`src/rtl/cpu_pkg.sv`:
```
// Shared CPU definitions: scoreboard entry layout and default widths for the
// forwarding/hazard unit.
package cpu_pkg;

    localparam int DATA_W_DEF = 32'sd32;
    localparam int REG_AW_DEF = 32'sd5;
    localparam int REG_AW_MAX = 32'sd8;
    localparam int FWD_SEL_RF = 32'sd0;

    // dest is stored at the widest supported address width so one entry type serves every REG_AW
    typedef struct packed {
        logic                  valid;
        logic [REG_AW_MAX-1:0] dest;
        logic                  is_load;
    } sb_entry_t;

endpackage

```
`src/rtl/forwarding_scoreboard_if.sv`:
```
// Issue/operand bundle between the DOF stage (master) and the forwarding
// scoreboard (slave).
interface forwarding_scoreboard_if
    import cpu_pkg::*;
#(
    parameter int DATA_W = DATA_W_DEF,
    parameter int REG_AW = REG_AW_DEF,
    parameter int DEPTH  = 32'sd3
);
    localparam int SEL_W = $clog2(DEPTH + 32'sd1);

    logic                    issue_valid;
    logic                    issue_we;
    logic                    issue_is_load;
    logic [REG_AW-1:0]       issue_dest;
    logic [REG_AW-1:0]       src_a;
    logic [REG_AW-1:0]       src_b;
    logic                    use_a;
    logic                    use_b;
    logic                    flush;
    logic [DATA_W-1:0]       rf_data_a;
    logic [DATA_W-1:0]       rf_data_b;
    logic [DEPTH*DATA_W-1:0] stage_data;
    logic [DATA_W-1:0]       fwd_data_a;
    logic [DATA_W-1:0]       fwd_data_b;
    logic [SEL_W-1:0]        fwd_sel_a;
    logic [SEL_W-1:0]        fwd_sel_b;
    logic                    stall;
    logic [15:0]             stall_cnt;

    modport master (
        output issue_valid, issue_we, issue_is_load, issue_dest,
        output src_a, src_b, use_a, use_b, flush,
        output rf_data_a, rf_data_b, stage_data,
        input  fwd_data_a, fwd_data_b, fwd_sel_a, fwd_sel_b, stall, stall_cnt
    );

    modport slave (
        input  issue_valid, issue_we, issue_is_load, issue_dest,
        input  src_a, src_b, use_a, use_b, flush,
        input  rf_data_a, rf_data_b, stage_data,
        output fwd_data_a, fwd_data_b, fwd_sel_a, fwd_sel_b, stall, stall_cnt
    );

endinterface

```
`src/rtl/fwd_operand_sel.sv`:
```
// Per-operand forwarding select: finds the youngest in-flight producer of src,
// muxes its stage result and flags a stall when that result is not ready yet.
module fwd_operand_sel
    import cpu_pkg::*;
#(
    parameter int DATA_W   = DATA_W_DEF,
    parameter int REG_AW   = REG_AW_DEF,
    parameter int DEPTH    = 32'sd3,
    parameter int LOAD_LAT = 32'sd2,
    parameter int SEL_W    = $clog2(DEPTH + 32'sd1)
) (
    input  sb_entry_t [DEPTH:1]      sb,
    input  logic [REG_AW-1:0]        src,
    input  logic                     use_src,
    input  logic [DATA_W-1:0]        rf_data,
    input  logic [DEPTH*DATA_W-1:0]  stage_data,
    output logic [SEL_W-1:0]         sel,
    output logic [DATA_W-1:0]        data,
    output logic                     need_stall
);

    logic found_s;

    // Priority encoder from stage 1 upward; an older ready producer never overrides a younger unready one
    always_comb begin
        sel        = SEL_W'(FWD_SEL_RF);
        data       = rf_data;
        need_stall = 1'b0;
        found_s    = 1'b0;
        for (int k = 1; k <= DEPTH; k++) begin
            if (!found_s && sb[k].valid && (sb[k].dest == REG_AW_MAX'(src)) &&
                (src != '0) && use_src) begin
                found_s    = 1'b1;
                sel        = SEL_W'(k);
                data       = stage_data[k*DATA_W-1 -: DATA_W];
                need_stall = sb[k].is_load && (k < LOAD_LAT);
            end else begin
                found_s    = found_s;
            end
        end
    end

endmodule

```
`src/rtl/forwarding_scoreboard.sv`:
```
// Operand forwarding and load-use hazard unit with a DEPTH-entry shift scoreboard.
// Optional stall-cycle counter enabled by defining FWD_PERF_CNT_EN.
module forwarding_scoreboard
    import cpu_pkg::*;
#(
    parameter int DATA_W   = DATA_W_DEF,
    parameter int REG_AW   = REG_AW_DEF,
    parameter int DEPTH    = 32'sd3,
    parameter int LOAD_LAT = 32'sd2
) (
    input  logic                  clk,
    input  logic                  rst,
    forwarding_scoreboard_if.slave bus
);

    localparam int SEL_W = $clog2(DEPTH + 32'sd1);

    sb_entry_t [DEPTH:1] sb_r;
    sb_entry_t           ins_s;
    logic                need_a_s;
    logic                need_b_s;
    logic                stall_s;

    fwd_operand_sel #(
        .DATA_W(DATA_W), .REG_AW(REG_AW), .DEPTH(DEPTH), .LOAD_LAT(LOAD_LAT), .SEL_W(SEL_W)
    ) u_sel_a (
        .sb(sb_r), .src(bus.src_a), .use_src(bus.use_a), .rf_data(bus.rf_data_a),
        .stage_data(bus.stage_data), .sel(bus.fwd_sel_a), .data(bus.fwd_data_a),
        .need_stall(need_a_s)
    );

    fwd_operand_sel #(
        .DATA_W(DATA_W), .REG_AW(REG_AW), .DEPTH(DEPTH), .LOAD_LAT(LOAD_LAT), .SEL_W(SEL_W)
    ) u_sel_b (
        .sb(sb_r), .src(bus.src_b), .use_src(bus.use_b), .rf_data(bus.rf_data_b),
        .stage_data(bus.stage_data), .sel(bus.fwd_sel_b), .data(bus.fwd_data_b),
        .need_stall(need_b_s)
    );

    // Flush overrides stall so a squashed instruction can never hold the front end
    always_comb begin
        if (bus.issue_valid && !bus.flush) begin
            stall_s = need_a_s || need_b_s;
        end else begin
            stall_s = 1'b0;
        end
    end

    assign bus.stall = stall_s;

    // Entry 1 gets the issuing writer, or a bubble when it is stalled, flushed or writes R0
    always_comb begin
        ins_s = '0;
        if (bus.issue_valid && bus.issue_we && (bus.issue_dest != '0) && !stall_s && !bus.flush) begin
            ins_s.valid   = 1'b1;
            ins_s.dest    = REG_AW_MAX'(bus.issue_dest);
            ins_s.is_load = bus.issue_is_load;
        end else begin
            ins_s = '0;
        end
    end

    // Scoreboard always shifts; downstream stages advance even while DOF is stalled
    always_ff @(posedge clk or posedge rst) begin
        if (rst) begin
            sb_r <= '0;
        end else begin
            sb_r[1] <= ins_s;
            for (int k = 2; k <= DEPTH; k++) begin
                sb_r[k] <= sb_r[k-1];
            end
        end
    end

`ifdef FWD_PERF_CNT_EN
    logic [15:0] stall_cnt_r;

    // Saturating count of stalled cycles
    always_ff @(posedge clk or posedge rst) begin
        if (rst) begin
            stall_cnt_r <= 16'h0000;
        end else if (stall_s && (stall_cnt_r != 16'hFFFF)) begin
            stall_cnt_r <= stall_cnt_r + 16'h0001;
        end else begin
            stall_cnt_r <= stall_cnt_r;
        end
    end

    assign bus.stall_cnt = stall_cnt_r;
`else
    assign bus.stall_cnt = 16'h0000;
`endif

endmodule
```
`src/flat_wrapper.sv`:
```
// flat-port wrapper written by rule: the top's interface ports become plain ports
module forwarding_scoreboard_flat import cpu_pkg::*;
#(
    parameter int DATA_W   = DATA_W_DEF,
    parameter int REG_AW   = REG_AW_DEF,
    parameter int DEPTH    = 32'sd3,
    parameter int LOAD_LAT = 32'sd2
)
  (clk, rst, bus_issue_valid, bus_issue_we, bus_issue_is_load, bus_issue_dest, bus_src_a, bus_src_b, bus_use_a, bus_use_b, bus_flush, bus_rf_data_a, bus_rf_data_b, bus_stage_data, bus_fwd_data_a, bus_fwd_data_b, bus_fwd_sel_a, bus_fwd_sel_b, bus_stall, bus_stall_cnt);
  forwarding_scoreboard_if #(.DATA_W(DATA_W), .REG_AW(REG_AW), .DEPTH(DEPTH)) bus_i ();
  input  logic clk;
  input  logic rst;
  input wire logic [$bits(bus_i.issue_valid)-1:0] bus_issue_valid;
  input wire logic [$bits(bus_i.issue_we)-1:0] bus_issue_we;
  input wire logic [$bits(bus_i.issue_is_load)-1:0] bus_issue_is_load;
  input wire logic [$bits(bus_i.issue_dest)-1:0] bus_issue_dest;
  input wire logic [$bits(bus_i.src_a)-1:0] bus_src_a;
  input wire logic [$bits(bus_i.src_b)-1:0] bus_src_b;
  input wire logic [$bits(bus_i.use_a)-1:0] bus_use_a;
  input wire logic [$bits(bus_i.use_b)-1:0] bus_use_b;
  input wire logic [$bits(bus_i.flush)-1:0] bus_flush;
  input wire logic [$bits(bus_i.rf_data_a)-1:0] bus_rf_data_a;
  input wire logic [$bits(bus_i.rf_data_b)-1:0] bus_rf_data_b;
  input wire logic [$bits(bus_i.stage_data)-1:0] bus_stage_data;
  output wire logic [$bits(bus_i.fwd_data_a)-1:0] bus_fwd_data_a;
  output wire logic [$bits(bus_i.fwd_data_b)-1:0] bus_fwd_data_b;
  output wire logic [$bits(bus_i.fwd_sel_a)-1:0] bus_fwd_sel_a;
  output wire logic [$bits(bus_i.fwd_sel_b)-1:0] bus_fwd_sel_b;
  output wire logic [$bits(bus_i.stall)-1:0] bus_stall;
  output wire logic [$bits(bus_i.stall_cnt)-1:0] bus_stall_cnt;
  assign bus_i.issue_valid = bus_issue_valid;
  assign bus_i.issue_we = bus_issue_we;
  assign bus_i.issue_is_load = bus_issue_is_load;
  assign bus_i.issue_dest = bus_issue_dest;
  assign bus_i.src_a = bus_src_a;
  assign bus_i.src_b = bus_src_b;
  assign bus_i.use_a = bus_use_a;
  assign bus_i.use_b = bus_use_b;
  assign bus_i.flush = bus_flush;
  assign bus_i.rf_data_a = bus_rf_data_a;
  assign bus_i.rf_data_b = bus_rf_data_b;
  assign bus_i.stage_data = bus_stage_data;
  assign bus_fwd_data_a = bus_i.fwd_data_a;
  assign bus_fwd_data_b = bus_i.fwd_data_b;
  assign bus_fwd_sel_a = bus_i.fwd_sel_a;
  assign bus_fwd_sel_b = bus_i.fwd_sel_b;
  assign bus_stall = bus_i.stall;
  assign bus_stall_cnt = bus_i.stall_cnt;
  forwarding_scoreboard #(.DATA_W(DATA_W), .REG_AW(REG_AW), .DEPTH(DEPTH), .LOAD_LAT(LOAD_LAT)) u_core (.clk(clk), .rst(rst), .bus(bus_i));
endmodule
```
`config.mk`:
```
export PLATFORM = sky130hd
export DESIGN_NAME = forwarding_scoreboard_flat
export DESIGN_NICKNAME = d
export VERILOG_FILES = /design/src/rtl/cpu_pkg.sv /design/src/rtl/forwarding_scoreboard_if.sv /design/src/rtl/fwd_operand_sel.sv /design/src/rtl/forwarding_scoreboard.sv /design/src/flat_wrapper.sv
export SDC_FILE = /design/constraint.sdc
export NUM_CORES = 1
export LEC_CHECK = 0
export CAP_MARGIN = 25
export CELL_PAD_IN_SITES_DETAIL_PLACEMENT = 2
export CELL_PAD_IN_SITES_GLOBAL_PLACEMENT = 2
export CORE_MARGIN = 3
export CORE_UTILIZATION = 16
export DETAILED_ROUTE_END_ITERATION = 7
export HOLD_SLACK_MARGIN = 0.05
export PLACE_DENSITY = 0.76
export RECOVER_POWER = 100
export SYNTH_ARGS = -nofsm -noshare
export SYNTH_HDL_FRONTEND = slang
export SYNTH_SLANG_ARGS = --single-unit
export TNS_END_PERCENT = 5
```
`constraint.sdc`:
```
create_clock -name clk -period 2.5 [get_ports clk]
set_input_delay 0.5 -clock clk [delete_from_list [all_inputs] [get_ports clk]]
set_output_delay 0.5 -clock clk [all_outputs]
set_load 0.02 [all_outputs]
```
==> reports/qor.csv <==
metric;value;unit
number of vias in the routed layout;4787;
syn_area_per_cell;8.68;um2
peak supply drop;0.183;mV
IO Port Bufs;251;
DR WL/cell;25.1;um
Worst setup EP type;output port;
pwr/cell area;180;nW/um2
FILL cells;2305;
clk slew on worst S/H paths;50;ps
aggregate routed wire length;25500;um
slowest CP cell;nor4_2;
Slew Viols, Final;0;
starting density of the core;0.166;
gr usage total;0.188;
Die H;155;um
HPWL reported at the end of detailed placement;17800;um
Peak Freq;318;MHz
Post-synth top cells;69 x nor2_1, 64 x mux2i_1, 44 x nor4b_1, 35 x a211oi_1, 29 x a211oi_2;
final worst slack;-644;ps
Max FO, Critical Path;6;
synth top area cells;mux2i_1 18%, dfrtp_1 13%, nor4b_1 11%, a211oi_2 10%, nor4b_2 8.4%;
register area share after synthesis;0.133;
Area Overhead vs Synth;138;%
Hold Path Class;reg2reg;
CP arrival;2640;ps
Multi-input gate area;3860;um2
setup tns final;-36340;ps
htree depth;1;
Std-Cell Rows;53;
initial antenna violation count;0;
max incr delay on CP;280;ps
P_leak;3.36;nW
Post-synth EDFFs;0;
Inst Count DP;973;
layout cells sized above 1;0.471;
Mapped Cells;411;
Max Cap Viol;0;
Post-Syn Area;3570;um2
cell taking the most area after synthesis;mux2i_1;
Biggest register;u_core.sb_r;
fin crit share;1.26;
Final Skew;2.62;ps
Die Span X;155;um
antenna cells;0;
cell family with most CP delay;buffers and inverters;
Clock Sink Count;19;
CTS tree;done;
Buf+Inv Stages, Crit Path;9;
Non-Filler Instances;1014;
top-area cell type share of the netlist area;0.180;
RSZ-0062 raised after global routing;true;
Yosys reg bits;19;
Final setup viols;69;
die area;24100;um2
DRT iter0 DRCs;136;
Routability Congestion;0.937;
CP Class;in2out;
worst hold margin;433;ps
Placeable Area;21500;um2
ANT nets after route;0;
Slew headroom;0.521;
Req. time, crit path;2000;ps
Final Hold Violating Endpoints;0;
sequential cell area;475;um2
Synth Warn #;0;
ys async rst share;1.00;
failing checks;setup timing;
CP Launch Type;primary input;
DRC;0;
final core occ;0.396;
grt ovf;0;
drt via density;4.72;
Nets;923;
pre-CTS setup slack;-1470;ps
CTS Buffer Depth;2;
vias in the first global route;5742;
clk_lat worst skew;250;ps
clk root buf;clkbuf_16;
Critical Path, Cell by Cell;buf_8 > buf_4 > buf_4 > xor2_2 > nor4_2 > buf_4 > and2_4 > a21oi_4 > buf_6 > buf_12 > buf_8 > buf_6 > a211oi_4 > buf_6;
count leader, synth;nor2_1;
global-route wire length before repair;35500;um
status;finished, violations left;
final critical-path required period;3140;ps
Netlist cell types;35;
DRT Pass-1 Iters;4;
Synth Flop Type;dfrtp_1;
io pins;268;
Top Registers;u_core.sb_r: 19 flops;
CTS buffer count;3;
largest net degree at the start of global routing;33;
actual slew at the worst max-slew pin;718;ps
max FFs per register;19;
cell usage in the layout (no fill, tap or decap), drive strengths merged:
cell type / Yosys / final
buf: 35 / 174
clkdlybuf4s50: 0 / 169
nor2: 69 / 69
mux2i: 64 / 64
nor4b: 64 / 64
a211oi: 64 / 64
xnor2: 24 / 24
clkbuf: 21 / 22
dfrtp: 19 / 19
conb: 1 / 16
nand2: 10 / 10
nor3b: 6 / 6
xor2: 6 / 6
or4: 4 / 4
nand4: 3 / 3
nor3: 3 / 3
inv: 3 / 3
nor4: 3 / 3
o211a: 2 / 2
o21ai: 2 / 2
and2: 2 / 2
a21boi: 1 / 1
and3b: 1 / 1
nand3b: 1 / 1
o21bai: 1 / 1
o41a: 1 / 1
a21oi: 1 / 1
bufbuf: 0 / 1
dlymetal6s2s: 0 / 1
clkdlybuf4s15: 0 / 1
dlygate4sd3: 0 / 1
area by class of cell:
| class | count | share of cell area |
|---|---|---|
| Multi-Input combinational cell | 348 | 0.454 |
| Timing Repair Buffer | 365 | 0.439 |
| Sequential cell | 19 | 0.0559 |
| Tap cell | 275 | 0.0405 |
| Clock buffer | 4 | 0.00927 |
| Inverter | 3 | 0.00132 |
metrics by stage:
step	cell area (um2)	power, W
6_report	8500	0.00153
5_1_grt	8500	0.00161
4_1_cts	7980	0.00149
3_5_place_dp	7360	0.00117
3_3_place_gp	7360	0.00114
2_1_floorplan	4080	0.000647
worst reg2reg max path, delay by kind of cell, from the launching register on:
kind            cells  cell delay, ps
buf+inv             3             700
simple gates        3             610
flops               1             430
compound gates      1             240
xor+xnor            1             200
worst paths after layout:
| path | from | end | slack [ps] | cells past startpoint |
|---|---|---|---|---|
| min reg2reg | u_core.sb_r[9]$_DFF_PP0_ | u_core.sb_r[19]$_DFF_PP0_ | 430 | 0 |
| max reg2reg | u_core.sb_r[5]$_DFF_PP0_ | u_core.sb_r[3]$_DFF_PP0_ | 190 | 8 |
| min | u_core.sb_r[9]$_DFF_PP0_ | u_core.sb_r[19]$_DFF_PP0_ | 430 | 0 |
| max in group asynchronous | rst | u_core.sb_r[21]$_DFF_PP0_ | 1230 | 2 |
| max | bus_src_b[1] | bus_fwd_data_b[23] | -640 | 14 |
| min in group asynchronous | rst | u_core.sb_r[24]$_DFF_PP0_ | 810 | 2 |
cell families (layout without fill, tap and decap cells):
| logic type | Yosys count | count (layout) | synth area share |
|---|---|---|---|
| AO/OA/AOI/OAI | 72 | 72 | 0.195 |
| XOR/XNOR | 30 | 30 | 0.0737 |
| buffers and inverters | 59 | 372 | 0.0958 |
| flip-flops | 19 | 19 | 0.133 |
| multiplexers | 64 | 64 | 0.180 |
| other | 1 | 16 | 0.00105 |
| AND/OR/NAND/NOR | 166 | 166 | 0.322 |
repair_timing:
| item | in CTS | in global routing |
|---|---|---|
| hold buffers | 0 | 0 |
| buffers inserted | 22 | 5 |
| endpoints found under the hold margin | 0 | 0 |
| pin swaps | 23 | 20 |
| setup endpoints to repair | 76 | 69 |
| gates cloned | 4 | 6 |
| gates resized for setup | 339 | 203 |
where the power goes:
group	switching [W]	internal (W)
clock	0.000105	0.000216
sequential	0.0000104	0.000316
combinational	0.000371	0.000509
total	0.000486	0.00104
metal layers:
metal	share of wire	wire length [um]	up-vias	global-route usage
met5	0	0	-	0
met4	0.018	460	0	0.0271
met3	0.044	1130	27	0.0189
met2	0.54	13800	193	0.382
met1	0.40	10100	2398	0.214
li1	-	-	2169	-
(Power assumes the default switching activity.)
